File: config.mk
export PLATFORM = sky130hd
export DESIGN_NAME = tt_sweep_gen_flat
export DESIGN_NICKNAME = d
export VERILOG_FILES = /design/src/rtl/tt_sweep_gen_pkg.sv /design/src/rtl/tt_sweep_gen_if.sv /design/src/rtl/tt_sweep_gen_settle_cnt.sv /design/src/rtl/tt_sweep_gen.sv /design/src/flat_wrapper.sv
export SDC_FILE = /design/constraint.sdc
export NUM_CORES = 1
export LEC_CHECK = 0
export ABC_AREA = 0
export BUFFER_PORTS_ARGS = -buffer_cell sky130_fd_sc_hd__buf_2
export CAP_MARGIN = 5
export CORE_UTILIZATION = 25
export DETAILED_ROUTE_END_ITERATION = 10
export PLACE_DENSITY = 0.55
export SLEW_MARGIN = 20
export SYNTH_ARGS = -nofsm -noshare
export SYNTH_HDL_FRONTEND = slang
export SYNTH_SLANG_ARGS = --single-unit
File: constraint.sdc
create_clock -name clk -period 1.5 [get_ports clk]
set_input_delay 0.3 -clock clk [delete_from_list [all_inputs] [get_ports clk]]
set_output_delay 0.3 -clock clk [all_outputs]
set_load 0.02 [all_outputs]
File: src/rtl/tt_sweep_gen_pkg.sv
//------------------------------------------------------------------------------
// tt_sweep_pkg
// Shared types and constants for the truth-table sweeper (tt_sweep_gen).
//   state_t     : sweep FSM states
//   SETTLE_MIN  : smallest legal settle time in cycles
//   N_IN_MIN/MAX: legal range of gate input count
//   vec_count() : number of input vectors for an N-input gate
//   cnt_width() : bit width needed by the settle down-counter
//------------------------------------------------------------------------------
package tt_sweep_pkg;

   typedef enum logic [1:0] {
      IDLE   = 2'd0,
      APPLY  = 2'd1,
      SAMPLE = 2'd2,
      DONE   = 2'd3
   } state_t;

   localparam int SETTLE_MIN = 1;
   localparam int N_IN_MIN   = 1;
   localparam int N_IN_MAX   = 6;

   // Number of input vectors swept for an n-input gate.
   function automatic int vec_count(input int n);
      return 1 << n;
   endfunction

   // Width of a down-counter that must hold settle-1 (at least one bit).
   function automatic int cnt_width(input int settle);
      if (settle <= 2) begin
         return 1;
      end else begin
         return $clog2(settle);
      end
   endfunction

endpackage

File: src/rtl/tt_sweep_gen_if.sv
//------------------------------------------------------------------------------
// tt_sweep_gen_if
// Bundles the sweeper's control, gate-facing and result signals.
//   start/expected : sweep request and expected truth table (environment -> sweeper)
//   vec_out/vec_valid : vector driven to the gate under test
//   dut_y          : gate output fed back into the sweeper
//   busy/done      : sweep status, done is a one-cycle pulse
//   table_out/err_count/fail_vec/pass : measured results
// Modports: master = environment/gate side, slave = the sweeper.
//------------------------------------------------------------------------------
interface tt_sweep_gen_if #(
   parameter int N_IN = 2
);
   localparam int NVEC = 1 << N_IN;

   logic              start;
   logic [NVEC-1:0]   expected;
   logic [N_IN-1:0]   vec_out;
   logic              vec_valid;
   logic              dut_y;
   logic              busy;
   logic              done;
   logic [NVEC-1:0]   table_out;
   logic [N_IN:0]     err_count;
   logic [N_IN-1:0]   fail_vec;
   logic              pass;

   modport master (
      output start, expected, dut_y,
      input  vec_out, vec_valid, busy, done, table_out, err_count, fail_vec, pass
   );

   modport slave (
      input  start, expected, dut_y,
      output vec_out, vec_valid, busy, done, table_out, err_count, fail_vec, pass
   );

endinterface

File: src/rtl/tt_sweep_gen_settle_cnt.sv
//------------------------------------------------------------------------------
// tt_settle_cnt
// Loadable down-counter timing how long a vector is held before sampling.
//   clk, rst_n : clock, synchronous active-low reset
//   load       : load load_val (has priority over counting)
//   load_val   : value loaded, settle-1 so that expire fires after settle cycles
//   en         : count enable, high while the vector is being held
//   expire     : one-cycle strobe in the last enabled cycle (count reached 0)
//------------------------------------------------------------------------------
module tt_settle_cnt #(
   parameter int W = 1
) (
   input  logic         clk,
   input  logic         rst_n,
   input  logic         load,
   input  logic [W-1:0] load_val,
   input  logic         en,
   output logic         expire
);

   logic [W-1:0] cnt_r;

   // Down-counter: load wins, then decrement while enabled, stopping at zero.
   always_ff @(posedge clk) begin
      if (!rst_n) begin
         cnt_r <= {W{1'b0}};
      end else if (load) begin
         cnt_r <= load_val;
      end else if (en && (cnt_r != {W{1'b0}})) begin
         cnt_r <= cnt_r - {{(W-1){1'b0}}, 1'b1};
      end else begin
         cnt_r <= cnt_r;
      end
   end

   // Decoded straight from the count register, so it is glitch-free in practice.
   assign expire = en && (cnt_r == {W{1'b0}});

endmodule

File: src/rtl/tt_sweep_gen.sv
//------------------------------------------------------------------------------
// tt_sweep_gen
// Truth-table sweeper: drives every input vector of an N_IN-input combinational
// gate in ascending order, samples the gate output after SETTLE cycles, builds
// the measured truth table and compares it with an expected mask.
//   clk, rst_n : clock, synchronous active-low reset
//   sw (slave) : start/expected in, vec_out/vec_valid to the gate, dut_y back,
//                busy/done status, table_out/err_count/fail_vec/pass results
// Parameters: N_IN (1..6) gate inputs, SETTLE (>=1) hold cycles per vector.
// Build option: define TT_SWEEP_STOP_ON_ERR_EN to end the sweep at the first
// mismatching vector; by default the full sweep always runs.
//------------------------------------------------------------------------------
module tt_sweep_gen
   import tt_sweep_pkg::*;
#(
   parameter int N_IN   = 2,
   parameter int SETTLE = 1
) (
   input  logic         clk,
   input  logic         rst_n,
   tt_sweep_gen_if.slave sw
);

   localparam int NVEC       = vec_count(N_IN);
   localparam int SETTLE_EFF = (SETTLE < SETTLE_MIN) ? SETTLE_MIN : SETTLE;
   localparam int SET_W      = cnt_width(SETTLE_EFF);

   localparam logic [N_IN-1:0]  LAST_VEC    = {N_IN{1'b1}};
   localparam logic [N_IN-1:0]  ONE_VEC     = N_IN'(1);
   localparam logic [N_IN:0]    ONE_ERR     = (N_IN+1)'(1);
   localparam logic [SET_W-1:0] SETTLE_LOAD = SET_W'(SETTLE_EFF - 1);

   state_t            state_r;
   state_t            state_nxt_s;

   logic [N_IN-1:0]   vec_r;
   logic [NVEC-1:0]   exp_r;
   logic [NVEC-1:0]   table_r;
   logic [N_IN:0]     err_r;
   logic [N_IN-1:0]   fail_r;
   logic              pass_r;

   logic [N_IN-1:0]   vec_out_r;
   logic              valid_r;
   logic              busy_r;
   logic              done_r;

   logic              accept_s;
   logic              sample_s;
   logic              mismatch_s;
   logic              last_s;
   logic              stop_s;
   logic              settle_load_s;
   logic              settle_en_s;
   logic              expire_s;

   tt_settle_cnt #(
      .W (SET_W)
   ) u_settle_cnt (
      .clk      (clk),
      .rst_n    (rst_n),
      .load     (settle_load_s),
      .load_val (SETTLE_LOAD),
      .en       (settle_en_s),
      .expire   (expire_s)
   );

   // State register.
   always_ff @(posedge clk) begin
      if (!rst_n) begin
         state_r <= IDLE;
      end else begin
         state_r <= state_nxt_s;
      end
   end

   // Next-state decode and per-state control strobes.
   always_comb begin
      state_nxt_s   = state_r;
      accept_s      = 1'b0;
      sample_s      = 1'b0;
      settle_load_s = 1'b0;
      settle_en_s   = 1'b0;
      mismatch_s    = (sw.dut_y != exp_r[vec_r]);
      last_s        = (vec_r == LAST_VEC);
`ifdef TT_SWEEP_STOP_ON_ERR_EN
      stop_s        = mismatch_s;
`else
      stop_s        = 1'b0;
`endif
      case (state_r)
         IDLE: begin
            if (sw.start) begin
               accept_s      = 1'b1;
               settle_load_s = 1'b1;
               state_nxt_s   = APPLY;
            end else begin
               state_nxt_s   = IDLE;
            end
         end
         APPLY: begin
            settle_en_s = 1'b1;
            if (expire_s) begin
               state_nxt_s = SAMPLE;
            end else begin
               state_nxt_s = APPLY;
            end
         end
         SAMPLE: begin
            sample_s = 1'b1;
            // The counter never wraps: the last vector always ends the sweep.
            if (last_s || stop_s) begin
               state_nxt_s = DONE;
            end else begin
               settle_load_s = 1'b1;
               state_nxt_s   = APPLY;
            end
         end
         DONE: begin
            state_nxt_s = IDLE;
         end
         default: begin
            state_nxt_s = IDLE;
         end
      endcase
   end

   // Sweep datapath: vector counter, expected latch, table and error tracking.
   always_ff @(posedge clk) begin
      if (!rst_n) begin
         vec_r   <= {N_IN{1'b0}};
         exp_r   <= {NVEC{1'b0}};
         table_r <= {NVEC{1'b0}};
         err_r   <= {(N_IN+1){1'b0}};
         fail_r  <= {N_IN{1'b0}};
         pass_r  <= 1'b0;
      end else if (accept_s) begin
         vec_r   <= {N_IN{1'b0}};
         exp_r   <= sw.expected;
         table_r <= {NVEC{1'b0}};
         err_r   <= {(N_IN+1){1'b0}};
         fail_r  <= {N_IN{1'b0}};
         pass_r  <= 1'b0;
      end else if (sample_s) begin
         table_r[vec_r] <= sw.dut_y;
         if (mismatch_s) begin
            err_r <= err_r + ONE_ERR;
            // err_r still zero means this is the first mismatch of the sweep.
            if (err_r == {(N_IN+1){1'b0}}) begin
               fail_r <= vec_r;
            end else begin
               fail_r <= fail_r;
            end
         end else begin
            err_r  <= err_r;
            fail_r <= fail_r;
         end
         if (!(last_s || stop_s)) begin
            vec_r <= vec_r + ONE_VEC;
         end else begin
            vec_r <= vec_r;
         end
      end else if (state_r == DONE) begin
         // pass is captured together with the done pulse and then held.
         pass_r <= (err_r == {(N_IN+1){1'b0}});
      end else begin
         pass_r <= pass_r;
      end
   end

   // Registered status outputs; they trail the state register by one cycle,
   // so vector 0 reaches the gate one cycle after the start is accepted.
   always_ff @(posedge clk) begin
      if (!rst_n) begin
         vec_out_r <= {N_IN{1'b0}};
         valid_r   <= 1'b0;
         busy_r    <= 1'b0;
         done_r    <= 1'b0;
      end else begin
         if ((state_r == APPLY) || (state_r == SAMPLE)) begin
            vec_out_r <= vec_r;
            valid_r   <= 1'b1;
            busy_r    <= 1'b1;
         end else begin
            vec_out_r <= {N_IN{1'b0}};
            valid_r   <= 1'b0;
            busy_r    <= 1'b0;
         end
         done_r <= (state_r == DONE);
      end
   end

   assign sw.vec_out   = vec_out_r;
   assign sw.vec_valid = valid_r;
   assign sw.busy      = busy_r;
   assign sw.done      = done_r;
   assign sw.table_out = table_r;
   assign sw.err_count = err_r;
   assign sw.fail_vec  = fail_r;
   assign sw.pass      = pass_r;

endmodule

File: src/flat_wrapper.sv
// flat-port wrapper written by rule: the top's interface ports become plain ports
module tt_sweep_gen_flat import tt_sweep_pkg::*;
#(
   parameter int N_IN   = 2,
   parameter int SETTLE = 1
)
  (clk, rst_n, sw_start, sw_expected, sw_dut_y, sw_vec_out, sw_vec_valid, sw_busy, sw_done, sw_table_out, sw_err_count, sw_fail_vec, sw_pass);
  tt_sweep_gen_if #(.N_IN(N_IN)) sw_i ();
  input  logic clk;
  input  logic rst_n;
  input wire logic [$bits(sw_i.start)-1:0] sw_start;
  input wire logic [$bits(sw_i.expected)-1:0] sw_expected;
  input wire logic [$bits(sw_i.dut_y)-1:0] sw_dut_y;
  output wire logic [$bits(sw_i.vec_out)-1:0] sw_vec_out;
  output wire logic [$bits(sw_i.vec_valid)-1:0] sw_vec_valid;
  output wire logic [$bits(sw_i.busy)-1:0] sw_busy;
  output wire logic [$bits(sw_i.done)-1:0] sw_done;
  output wire logic [$bits(sw_i.table_out)-1:0] sw_table_out;
  output wire logic [$bits(sw_i.err_count)-1:0] sw_err_count;
  output wire logic [$bits(sw_i.fail_vec)-1:0] sw_fail_vec;
  output wire logic [$bits(sw_i.pass)-1:0] sw_pass;
  assign sw_i.start = sw_start;
  assign sw_i.expected = sw_expected;
  assign sw_i.dut_y = sw_dut_y;
  assign sw_vec_out = sw_i.vec_out;
  assign sw_vec_valid = sw_i.vec_valid;
  assign sw_busy = sw_i.busy;
  assign sw_done = sw_i.done;
  assign sw_table_out = sw_i.table_out;
  assign sw_err_count = sw_i.err_count;
  assign sw_fail_vec = sw_i.fail_vec;
  assign sw_pass = sw_i.pass;
  tt_sweep_gen #(.N_IN(N_IN), .SETTLE(SETTLE)) u_core (.clk(clk), .rst_n(rst_n), .sw(sw_i));
endmodule
# Yosys cells after proc, flatten, opt, wreduce, memory -nomap -nowiden
# Cells that the tools add are included.
# totals
n_memories	0
input_bits	8
reg_bits	23
latch_bits	0
rom_bits	0
elab_cells	54
ramBits	0
# op_classes
muxes	16
eq_ne	5
mul	0
div_mod_pow	0
order_cmp	2
n_bitwise	4
n_reduce_logical	13
add_sub_neg	3
shifts	0
# op_table
op	count
$mux 1	9
$pmux 2 s4	1
$reduce_and 2->1	4
$eq 2x2->1 const B	3
$bwmux 4	1
$mux 2	2
$not 1->1	4
$reduce_or 2->1	2
$add 3x1->3 const B	1
$logic_and 1x1->1	3
$logic_not 3->1	1
$lt 2x3->1 const B	1
$reduce_and 3->1	1
$add 2x1->2 const B	1
$bmux 1 s2	1
$demux 1 s2	1
$eq 2x1->1 const B	1
$ge 2x1->1 const B	1
$logic_not 2->1	1
$pmux 1 s2	1
$logic_or 1x1->1	1
$ne 1x1->1	1
$sub 1x1->1 const B	1

# Longest topological paths before layout
# Gate-level depths: netlist of the first run.
# depth
word_depth	5
mapped_depth	7
ltp_nobuf	6

# Cells and area by module
# From an unflattened synthesis of the first run, not the netlist that was laid out.
# unflattened
cells_unflattened	129
area_unflattened_um2	1162.4
# by_module_without_submodules
module	cells_per_inst	area_each_um2	instances
tt_sweep_gen	125	1117.3	1
tt_settle_cnt	4	45.0	1

# Least setup slack after synthesis of the first run
# No wires, ideal clock.
# synth_path
path_type	flip-flop to flip-flop
from	register u_core.vec_r[1]
to	register u_core.err_r[2] (netlist: u_core.sw.err_count[2])
slack_ns	0.058
t_arrival_ns	1.370
stages_incl_launch_ff	5
n_path_buf	0
setup_ns	0.072
required_time_ns	1.428
cell_sequence	dfxtp_1 -> mux2i_1 -> mux2_4 -> o21ai_2 -> mux2i_1
# synth_between
elab_chain_len	4
# synth_rtl
item	line	text
start, declared	tt_sweep_gen.sv:36	logic [N_IN-1:0] vec_r;
start signal, assigned	tt_sweep_gen.sv:131	vec_r <= {N_IN{1'b0}};
start signal, assigned	tt_sweep_gen.sv:138	vec_r <= {N_IN{1'b0}};
start signal, assigned	tt_sweep_gen.sv:159	vec_r <= vec_r + ONE_VEC;
$bmux 1 s2	tt_sweep_gen.sv:84	mismatch_s = (sw.dut_y != exp_r[vec_r]);
$mux 1 (implied by the code)	tt_sweep_gen.sv:84	
$ne 1x1->1	tt_sweep_gen.sv:84	
$reduce_and 2->1 (no source line)	n/a	
end signal, assigned	tt_sweep_gen.sv:134	err_r <= {(N_IN+1){1'b0}};
end signal, assigned	tt_sweep_gen.sv:141	err_r <= {(N_IN+1){1'b0}};
end signal, assigned	tt_sweep_gen.sv:147	err_r <= err_r + ONE_ERR;
end, declared	tt_sweep_gen.sv:39	logic [N_IN:0] err_r;
# Every way passes these cells. The select of a mux whose other input is x is not followed.
# A chain may end at the register's enable or synchronous reset.

# Worst setup path after layout of the first run
# Ends and elaborated chain as after synthesis.

==> impl_results.html, run 1 <==
<table>
<tr><th>Metric</th><th>Value</th></tr>
<tr><th colspan="2">Worst hold path</th></tr>
<tr><td>Worst Hold Class</td><td>input pin to flip-flop</td></tr>
<tr><th colspan="2">CTS</th></tr>
<tr><td>CTS sink count</td><td>23</td></tr>
<tr><td>Total CTS buffers</td><td>3</td></tr>
<tr><td>Deepest clock path buffer count</td><td>2</td></tr>
<tr><td>Buffer count from post-CTS setup fixing</td><td>0</td></tr>
<tr><td>Cts hold-fix bufs</td><td>0</td></tr>
<tr><td>Clock input transition at the sequential cells of the worst setup and hold paths</td><td>0.08 ns</td></tr>
<tr><td>Number of H-tree levels</td><td>1</td></tr>
<tr><td>Clock Latency Late Sink</td><td>~0.26 ns</td></tr>
<tr><td>Clock tree from TritonCTS</td><td>built</td></tr>
<tr><td>Clock Tree Root</td><td>clkbuf_8</td></tr>
<tr><th colspan="2">GRT</th></tr>
<tr><td>Grt ovf</td><td>0</td></tr>
<tr><td>Initial antenna violation count</td><td>0</td></tr>
<tr><td>Wire length of the first global-routing pass</td><td>approximately 3700 um</td></tr>
<tr><td>Number of global-route vias before repair</td><td>870</td></tr>
<tr><td>All-layer global routing usage</td><td>10.6%</td></tr>
<tr><td>Maximum number of pins on one net before global-route repair</td><td>14</td></tr>
<tr><th colspan="2">STA</th></tr>
<tr><td>Actual slew at the worst max-slew pin</td><td>0.265 ns</td></tr>
<tr><td>Normalized max-slew margin</td><td>82.0%</td></tr>
<tr><td>Setup skew after layout</td><td>0.00266 ns</td></tr>
<tr><td>Max Slew Vio Count</td><td>0</td></tr>
<tr><td>Final Hold Fails</td><td>0</td></tr>
<tr><td>Aggregate negative setup slack</td><td>0 ns</td></tr>
<tr><td>Ratio of final minimum period to clock period</td><td>about 95%</td></tr>
<tr><td>Fmax</td><td>702 MHz</td></tr>
<tr><td>Setup repair after global routing missed its margin</td><td>false</td></tr>
<tr><td>Final-report setup violation count</td><td>0</td></tr>
<tr><td>Final critical-path setup slack</td><td>0.0754 ns</td></tr>
<tr><td>Shortest period the worst path allows</td><td>approximately 1.4 ns</td></tr>
<tr><td>Worst hold margin</td><td>between 0.2 and 0.3 ns</td></tr>
<tr><th colspan="2">Drt</th></tr>
<tr><td>DRT Pass-1 Iters</td><td>4</td></tr>
<tr><td>Vias per Instance</td><td>approximately 4.5</td></tr>
<tr><td>Routed Wire Length</td><td>2300 um</td></tr>
<tr><td>1st-iter DRT viols</td><td>31</td></tr>
<tr><td>Routed wire length per instance</td><td>11.3 um</td></tr>
<tr><td>DRC violations left</td><td>0</td></tr>
<tr><td>Detail Route Antenna Nets</td><td>0</td></tr>
<tr><td>DR vias</td><td>between 900 and 1000</td></tr>
<tr><th colspan="2">Synth</th></tr>
<tr><td>Synth area leader</td><td>dfxtp_1</td></tr>
<tr><td>#FFs+latches synth</td><td>23</td></tr>
<tr><td>Net count of the mapped netlist</td><td>about 140</td></tr>
<tr><td>Post-synthesis sequential area ratio</td><td>41.9%</td></tr>
<tr><td>Area share of the largest cell type after synthesis</td><td>41.9%</td></tr>
<tr><td>Post-synthesis cell area</td><td>1100 sq um</td></tr>
<tr><td>Synth Warn #</td><td>0</td></tr>
<tr><td>Number of library cell types mapped by synthesis</td><td>29</td></tr>
<tr><td>Leading cell types by total area after synthesis</td><td>dfxtp_1 (42%), ha_1 (11%), nand2_1 (6.5%), mux2i_1 (6.4%), a21oi_1 (4.1%)</td></tr>
<tr><td>Mean post-synth cell area</td><td>9.08 sq um</td></tr>
<tr><td>Post-Synthesis Cells</td><td>121</td></tr>
<tr><th colspan="2">Critical path</th></tr>
<tr><td>Worst EP arrival</td><td>about 1.6 ns</td></tr>
<tr><td>Buffering stage count on the worst path with inverters included</td><td>1</td></tr>
<tr><td>CP max stage cell</td><td>dfxtp_4</td></tr>
<tr><td>Kind of capture point of the worst setup path</td><td>flip-flop</td></tr>
<tr><td>Maximum net fanout on the critical path</td><td>4</td></tr>
<tr><td>Delay of the slowest critical-path stage</td><td>0.38 ns</td></tr>
<tr><td>Required time of the critical path</td><td>1.70 ns</td></tr>
<tr><td>Most frequent cell on the critical path</td><td>mux2i_1</td></tr>
<tr><td>Kind of critical path</td><td>flip-flop to flip-flop</td></tr>
<tr><td>Cell class contributing the biggest share of worst-path delay</td><td>multiplexers</td></tr>
<tr><td>Setup crit start kind</td><td>flip-flop</td></tr>
<tr><td>Cells along the critical path</td><td>mux2i_1 -&gt; buf_4 -&gt; mux2_4 -&gt; o21ai_2 -&gt; mux2i_1</td></tr>
<tr><th colspan="2">Floorplan</th></tr>
<tr><td>Core area</td><td>4120 sq um</td></tr>
<tr><td>Number of placed I/O pins</td><td>23</td></tr>
<tr><td>Die Y</td><td>68.3 um</td></tr>
<tr><td>Width of the die</td><td>68.3 um</td></tr>
<tr><td>Initial standard-cell utilization of the core</td><td>26.7%</td></tr>
<tr><td>Die Footprint</td><td>4660 sq um</td></tr>
<tr><td>Cell row count</td><td>23</td></tr>
<tr><th colspan="2">Layout</th></tr>
<tr><td>Layout overhead on the synthesized area</td><td>29.5%</td></tr>
<tr><td>Area taken by multi-input logic gates</td><td>around 630 sq um</td></tr>
<tr><td>Number of fill cells</td><td>428</td></tr>
<tr><td>Net count reported at finish</td><td>about 170</td></tr>
<tr><td>FF/Latch Area</td><td>468 sq um</td></tr>
<tr><td>Ant. Diodes</td><td>0</td></tr>
<tr><td>Share of layout cells above drive strength 1</td><td>between 30% and 40%</td></tr>
<tr><th colspan="2">Power</th></tr>
<tr><td>Overall power</td><td>0.00110 W</td></tr>
<tr><td>Leakage power figure</td><td>~0.62 nW</td></tr>
<tr><td>Power per unit of standard cell area</td><td>776 nW/um^2</td></tr>
<tr><td>Largest vdd supply drop</td><td>282 uV</td></tr>
<tr><th colspan="2">Place</th></tr>
<tr><td>Gp weighted congestion</td><td>~0.8</td></tr>
<tr><td>Port Buf Inserts</td><td>22</td></tr>
<tr><td>Pre-CTS setup slack</td><td>-0.0640 ns</td></tr>
<tr><td>Placed wire-length estimate</td><td>1830 um</td></tr>
<tr><th colspan="2">Run</th></tr>
<tr><td>Count of max-cap constraint violations</td><td>0</td></tr>
<tr><th colspan="2">Outcome</th></tr>
<tr><td>Result of the run</td><td>finished clean</td></tr>
</table>
-- through the flow --
stage	area, sq um	util, %	instances
after CTS	1390	33.7	204
after detailed placement	1330	32.3	200
after global routing	1420	34.6	204
after global placement	1330	32.3	200
final	1420	34.6	204
after floorplan	1100	-	121
-- worst register-to-register path, cell delays in order (launching register included) --
cell and delay [ns]:
dfxtp_4 0.38, mux2i_1 0.19, buf_4 0.15, mux2_4 0.31
o21ai_2 0.15, mux2i_1 0.18
-- cells in the mapped netlist --
master	count
dfxtp_1	23
xnor2_1	1
o21ai_2	1
buf_4	1
nand2_1	19
nor2_1	3
buf_2	1
and2_0	1
nand3b_1	1
nor4b_1	1
and3_1	2
nor2b_1	1
inv_1	7
nor3b_1	1
clkbuf_1	1
nand2b_1	3
mux2_4	1
ha_1	10
and2_1	3
and3_2	1
mux2_2	1
nor3_1	2
a21boi_0	4
mux2i_1	7
nand3_1	9
o21ai_0	3
and3b_1	3
a21oi_1	9
a21oi_2	1
-- cell usage in the layout (no fill, tap or decap), drive strengths merged --
master	count
buf	32
dfxtp	23
nand2	19
a21oi	10
ha	10
nand3	9
inv	7
mux2i	7
a21boi	4
and2	4
o21ai	4
nand2b	3
nor2	3
and3b	3
clkbuf	3
and3	3
mux2	2
nor3	2
nand3b	1
nor2b	1
nor4b	1
nor3b	1
xnor2	1
clkinv	1
-- report_power, final --
part / switching [W] / internal [W]
Clock: 0.000196 / 0.000185
Sequential: 0.00000738 / 0.000619
Combinational: 0.0000531 / 0.0000427
Total: 0.000256 / 0.000847
-- path summary, 6_finish.rpt --
kind,from,endpoint,slack (ns),cells after the start
min reg2reg,u_core.sw.table_out[0]$_SDFFE_PP0P_,u_core.sw.table_out[0]$_SDFFE_PP0P_,0.46,2
max reg2reg,u_core.vec_r[1]$_SDFFE_PP0P_,u_core.sw.err_count[2]$_SDFFE_PP0P_,0.08,5
max,u_core.vec_r[1]$_SDFFE_PP0P_,u_core.sw.err_count[2]$_SDFFE_PP0P_,0.08,5
min,sw_expected[1],u_core.exp_r[1]$_SDFFE_PN0P_,0.29,3
-- final cells by class --
type | instances | share of cell area [%]
multi-input cells | 88 | 44.6
flip-flops and latches | 23 | 32.9
repair buffers | 32 | 13.0
well taps | 50 | 4.40
clock buffers | 3 | 2.90
inverters | 7 | 1.85
clock inverters | 1 | 0.352
-- metal layers --
| layer | vias to the layer above | part of all wire (%) | track usage (%) |
|---|---|---|---|
| li1 | 469 | - | - |
| met1 | 444 | 44 | 12.7 |
| met2 | 12 | 51 | 18.3 |
| met3 | 2 | 3.5 | 1.83 |
| met4 | 0 | 0.83 | 4.69 |
| met5 | - | 0 | 0 |
-- kinds of logic after synthesis --
kind of cell / after synthesis / synth area share, %
xor gates and xnor gates: 1 / 0.797
buffers and inverters: 10 / 3.87
and+or+nand+nor: 50 / 23.5
DFF: 23 / 41.9
muxes: 9 / 8.77
AOI/OAI and AO/OA: 18 / 9.79
adders and majority gates: 10 / 11.4
-- what timing repair did --
action / in CTS / in global routing
setup endpoints to repair: 3 / 6
pin swaps: 0 / 1
gates resized for setup: 4 / 11
-- registers in the layout (all words and copies together) (netlist names), 2 cells and up --
name	flops
u_core.exp_r	4
u_core.sw.err_count	3
u_core.sw.table_out	4
u_core.vec_r	2
u_core.sw.vec_out	2
u_core.state_r	2
u_core.sw.fail_vec	2
(Power assumes the default switching activity.)
==> run 2, diff against run 1 <==
ABC_AREA = unset   (was 0)
CTS_BUF_LIST = sky130_fd_sc_hd__clkbuf_8   (was unset)
PLACE_DENSITY = unset   (was 0.55)
==> run 2 against run 1 <==
Design area grew 0.88%. Maximum frequency is 1.5% lower. Routed wire length fell by 4.2%. Setup slack got worse by 0.022 ns. Die area is the same. Largest power group unchanged.
==> impl_results.html, run 2 (same netlist as run 1, synthesis figures left out) <==
<table>
<tr><th>Metric</th><th>Value</th></tr>
<tr><th colspan="2">CTS</th></tr>
<tr><td>Cts hold-fix bufs</td><td>0 (unchanged)</td></tr>
<tr><td>Clock tree from TritonCTS</td><td>built</td></tr>
<tr><td>Deepest clock path buffer count</td><td>2 (unchanged)</td></tr>
<tr><td>Total CTS buffers</td><td>3 (unchanged)</td></tr>
<tr><td>Clock Tree Root</td><td>clkbuf_8</td></tr>
<tr><td>Clock input transition at the sequential cells of the worst setup and hold paths</td><td>0.08 ns (about the same)</td></tr>
<tr><td>Buffer count from post-CTS setup fixing</td><td>0 (unchanged)</td></tr>
<tr><td>Number of H-tree levels</td><td>1 (unchanged)</td></tr>
<tr><td>Clock Latency Late Sink</td><td>0.26 ns (about the same)</td></tr>
<tr><td>CTS sink count</td><td>23 (unchanged)</td></tr>
<tr><th colspan="2">STA</th></tr>
<tr><td>Setup skew after layout</td><td>0.00434 ns (+0.00169 ns)</td></tr>
<tr><td>Final-report setup violation count</td><td>0 (unchanged)</td></tr>
<tr><td>Shortest period the worst path allows</td><td>1.45 ns (+0.0217 ns)</td></tr>
<tr><td>Actual slew at the worst max-slew pin</td><td>0.264 ns (-0.000400 ns)</td></tr>
<tr><td>Final Hold Fails</td><td>0 (unchanged)</td></tr>
<tr><td>Setup repair after global routing missed its margin</td><td>true</td></tr>
<tr><td>Aggregate negative setup slack</td><td>0 ns (unchanged)</td></tr>
<tr><td>Normalized max-slew margin</td><td>82.0% (about the same)</td></tr>
<tr><td>Ratio of final minimum period to clock period</td><td>96.4% (+1.4 points)</td></tr>
<tr><td>Max Slew Vio Count</td><td>0 (unchanged)</td></tr>
<tr><td>Fmax</td><td>691 MHz (-1.5%)</td></tr>
<tr><th colspan="2">Floorplan</th></tr>
<tr><td>Die Y</td><td>68.3 um (unchanged)</td></tr>
<tr><td>Initial standard-cell utilization of the core</td><td>26.7% (unchanged)</td></tr>
<tr><td>Core area</td><td>4120 sq um (unchanged)</td></tr>
<tr><td>Width of the die</td><td>68.3 um (unchanged)</td></tr>
<tr><td>Number of placed I/O pins</td><td>23 (unchanged)</td></tr>
<tr><td>Cell row count</td><td>23 (unchanged)</td></tr>
<tr><td>Die Footprint</td><td>4660 sq um (unchanged)</td></tr>
<tr><th colspan="2">Drt</th></tr>
<tr><td>DRC violations left</td><td>0 (unchanged)</td></tr>
<tr><td>DR vias</td><td>884 (-4.6%)</td></tr>
<tr><td>Routed wire length per instance</td><td>10.9 um (-3.7%)</td></tr>
<tr><td>Vias per Instance</td><td>4.35 (-4.2%)</td></tr>
<tr><td>Detail Route Antenna Nets</td><td>0 (unchanged)</td></tr>
<tr><td>DRT Pass-1 Iters</td><td>4 (unchanged)</td></tr>
<tr><td>Routed Wire Length</td><td>2210 um (-4.2%)</td></tr>
<tr><td>1st-iter DRT viols</td><td>21 (-32%)</td></tr>
<tr><th colspan="2">GRT</th></tr>
<tr><td>Number of global-route vias before repair</td><td>764 (-12%)</td></tr>
<tr><td>Wire length of the first global-routing pass</td><td>3520 um (-5.7%)</td></tr>
<tr><td>Maximum number of pins on one net before global-route repair</td><td>14 (unchanged)</td></tr>
<tr><td>All-layer global routing usage</td><td>10.4% (-0.17 points)</td></tr>
<tr><td>Grt ovf</td><td>0 (unchanged)</td></tr>
<tr><td>Initial antenna violation count</td><td>0 (unchanged)</td></tr>
<tr><th colspan="2">Critical path</th></tr>
<tr><td>Cell class contributing the biggest share of worst-path delay</td><td>multiplexers</td></tr>
<tr><td>Maximum net fanout on the critical path</td><td>4 (unchanged)</td></tr>
<tr><td>Cells along the critical path</td><td>mux2i_4 -&gt; mux2i_2 -&gt; buf_4 -&gt; a21oi_2 -&gt; nor3_2</td></tr>
<tr><td>Buffering stage count on the worst path with inverters included</td><td>1 (unchanged)</td></tr>
<tr><td>Required time of the critical path</td><td>1.70 ns (about the same)</td></tr>
<tr><td>Worst EP arrival</td><td>1.65 ns (+0.03 ns)</td></tr>
<tr><td>Delay of the slowest critical-path stage</td><td>0.40 ns (+0.02 ns)</td></tr>
<tr><td>CP max stage cell</td><td>dfxtp_4</td></tr>
<tr><td>Kind of critical path</td><td>flip-flop to flip-flop</td></tr>
<tr><td>Setup crit start kind</td><td>flip-flop</td></tr>
<tr><td>Kind of capture point of the worst setup path</td><td>flip-flop</td></tr>
<tr><th colspan="2">Layout</th></tr>
<tr><td>Share of layout cells above drive strength 1</td><td>34.6% (+1.5 points)</td></tr>
<tr><td>FF/Latch Area</td><td>465 sq um (-0.53%)</td></tr>
<tr><td>Commonest cells after routing, fill and taps aside</td><td>buf_2 (22), dfxtp_1 (21), nand2_1 (19)</td></tr>
<tr><td>Most common cell after layout, fill and taps aside</td><td>buf_2</td></tr>
<tr><td>Core utilization of the finished layout</td><td>34.9% (+0.30 points)</td></tr>
<tr><td>Area taken by multi-input logic gates</td><td>657 sq um (+3.6%)</td></tr>
<tr><td>Net count reported at finish</td><td>172 (-0.58%)</td></tr>
<tr><td>Ant. Diodes</td><td>0 (unchanged)</td></tr>
<tr><td>Number of fill cells</td><td>434 (+1.4%)</td></tr>
<tr><td>Layout overhead on the synthesized area</td><td>30.6%</td></tr>
<tr><th colspan="2">Power</th></tr>
<tr><td>Leakage power figure</td><td>0.618 nW (-0.44%)</td></tr>
<tr><td>Power per unit of standard cell area</td><td>766 nW/um^2 (-1.2%)</td></tr>
<tr><td>Largest vdd supply drop</td><td>339 uV (+20%)</td></tr>
<tr><th colspan="2">Place</th></tr>
<tr><td>Gp weighted congestion</td><td>0.695 (-11%)</td></tr>
<tr><td>Placed wire-length estimate</td><td>1690 um (-7.2%)</td></tr>
<tr><td>Port Buf Inserts</td><td>22 (unchanged)</td></tr>
<tr><th colspan="2">Worst hold path</th></tr>
<tr><td>Worst Hold Class</td><td>input pin to flip-flop</td></tr>
<tr><th colspan="2">Run</th></tr>
<tr><td>Count of max-cap constraint violations</td><td>0 (unchanged)</td></tr>
<tr><th colspan="2">Outcome</th></tr>
<tr><td>Result of the run</td><td>finished clean</td></tr>
</table>
run 2: changes by cell type in the layout (fill, tap and decap cells not counted), sizes merged:
cell	delta
buf	-1
run 2: final timing paths:
| kind | start | to | slack, ns | cells past startpoint |
|---|---|---|---|---|
| max reg2reg | u_core.vec_r[1]$_SDFFE_PP0P_ | u_core.sw.err_count[0]$_SDFFE_PP0P_ | 0.05 | 5 |
| max | u_core.vec_r[1]$_SDFFE_PP0P_ | u_core.sw.err_count[0]$_SDFFE_PP0P_ | 0.05 | 5 |
| min reg2reg | u_core.sw.table_out[3]$_SDFFE_PP0P_ | u_core.sw.table_out[3]$_SDFFE_PP0P_ | 0.45 | 2 |
| min | sw_expected[1] | u_core.exp_r[1]$_SDFFE_PN0P_ | 0.30 | 3 |
run 2: metal layers:
layer	GRT usage [%]	up-vias	wire [um]
met1	14.0	392	1100
li1	-	471	-
met2	15.6	17	1010
met4	6.25	0	35
met3	1.50	4	63
met5	0	-	0
run 2: through the flow:
| stage | worst slack (ns) | power (W) | instances | area, sq um | hold slack (ns) |
|---|---|---|---|---|---|
| after floorplan | 0.0582 | 0.000690 | 121 | 1100 | 0.443 |
| after global placement | -0.0609 | 0.000726 | 199 | 1320 | 0.445 |
| after detailed placement | -0.0510 | 0.000726 | 199 | 1320 | 0.444 |
| after CTS | 0.0125 | 0.00111 | 203 | 1380 | 0.288 |
| after global routing | -0.0389 | 0.00116 | 203 | 1440 | 0.295 |
| final | 0.0537 | 0.00110 | 203 | 1440 | 0.298 |
run 2: layout make-up:
cell class / count / area share, %
well taps: 50 / 4.36
repair buffers: 31 / 12.4
multi-input cells: 88 / 45.8
inverters: 7 / 1.83
clock buffers: 3 / 2.88
clock inverters: 1 / 0.349
flip-flops and latches: 23 / 32.4
run 2: worst register-to-register path, delay by kind of cell (launching register included):
family | cells | cell delay [ns]
multiplexers | 2 | 0.62
flip-flops | 1 | 0.40
buffers and inverters | 1 | 0.17
AO/OA/AOI/OAI | 1 | 0.05
AND/OR/NAND/NOR | 1 | 0.15
run 2: power breakdown:
group / total (W) / internal, W / switching (W)
sequential: 0.000628 / 0.000619 / 0.00000865
combinational: 0.0000932 / 0.0000405 / 0.0000527
clock: 0.000379 / 0.000185 / 0.000193
total: 0.00110 / 0.000845 / 0.000255
run 2: timing repair:
item / in CTS / in global routing
hold endpoints to repair: 0 / 0
endpoints found under the setup margin: 4 / 6
gates resized for setup: 4 / 14
pin swaps: 0 / 1
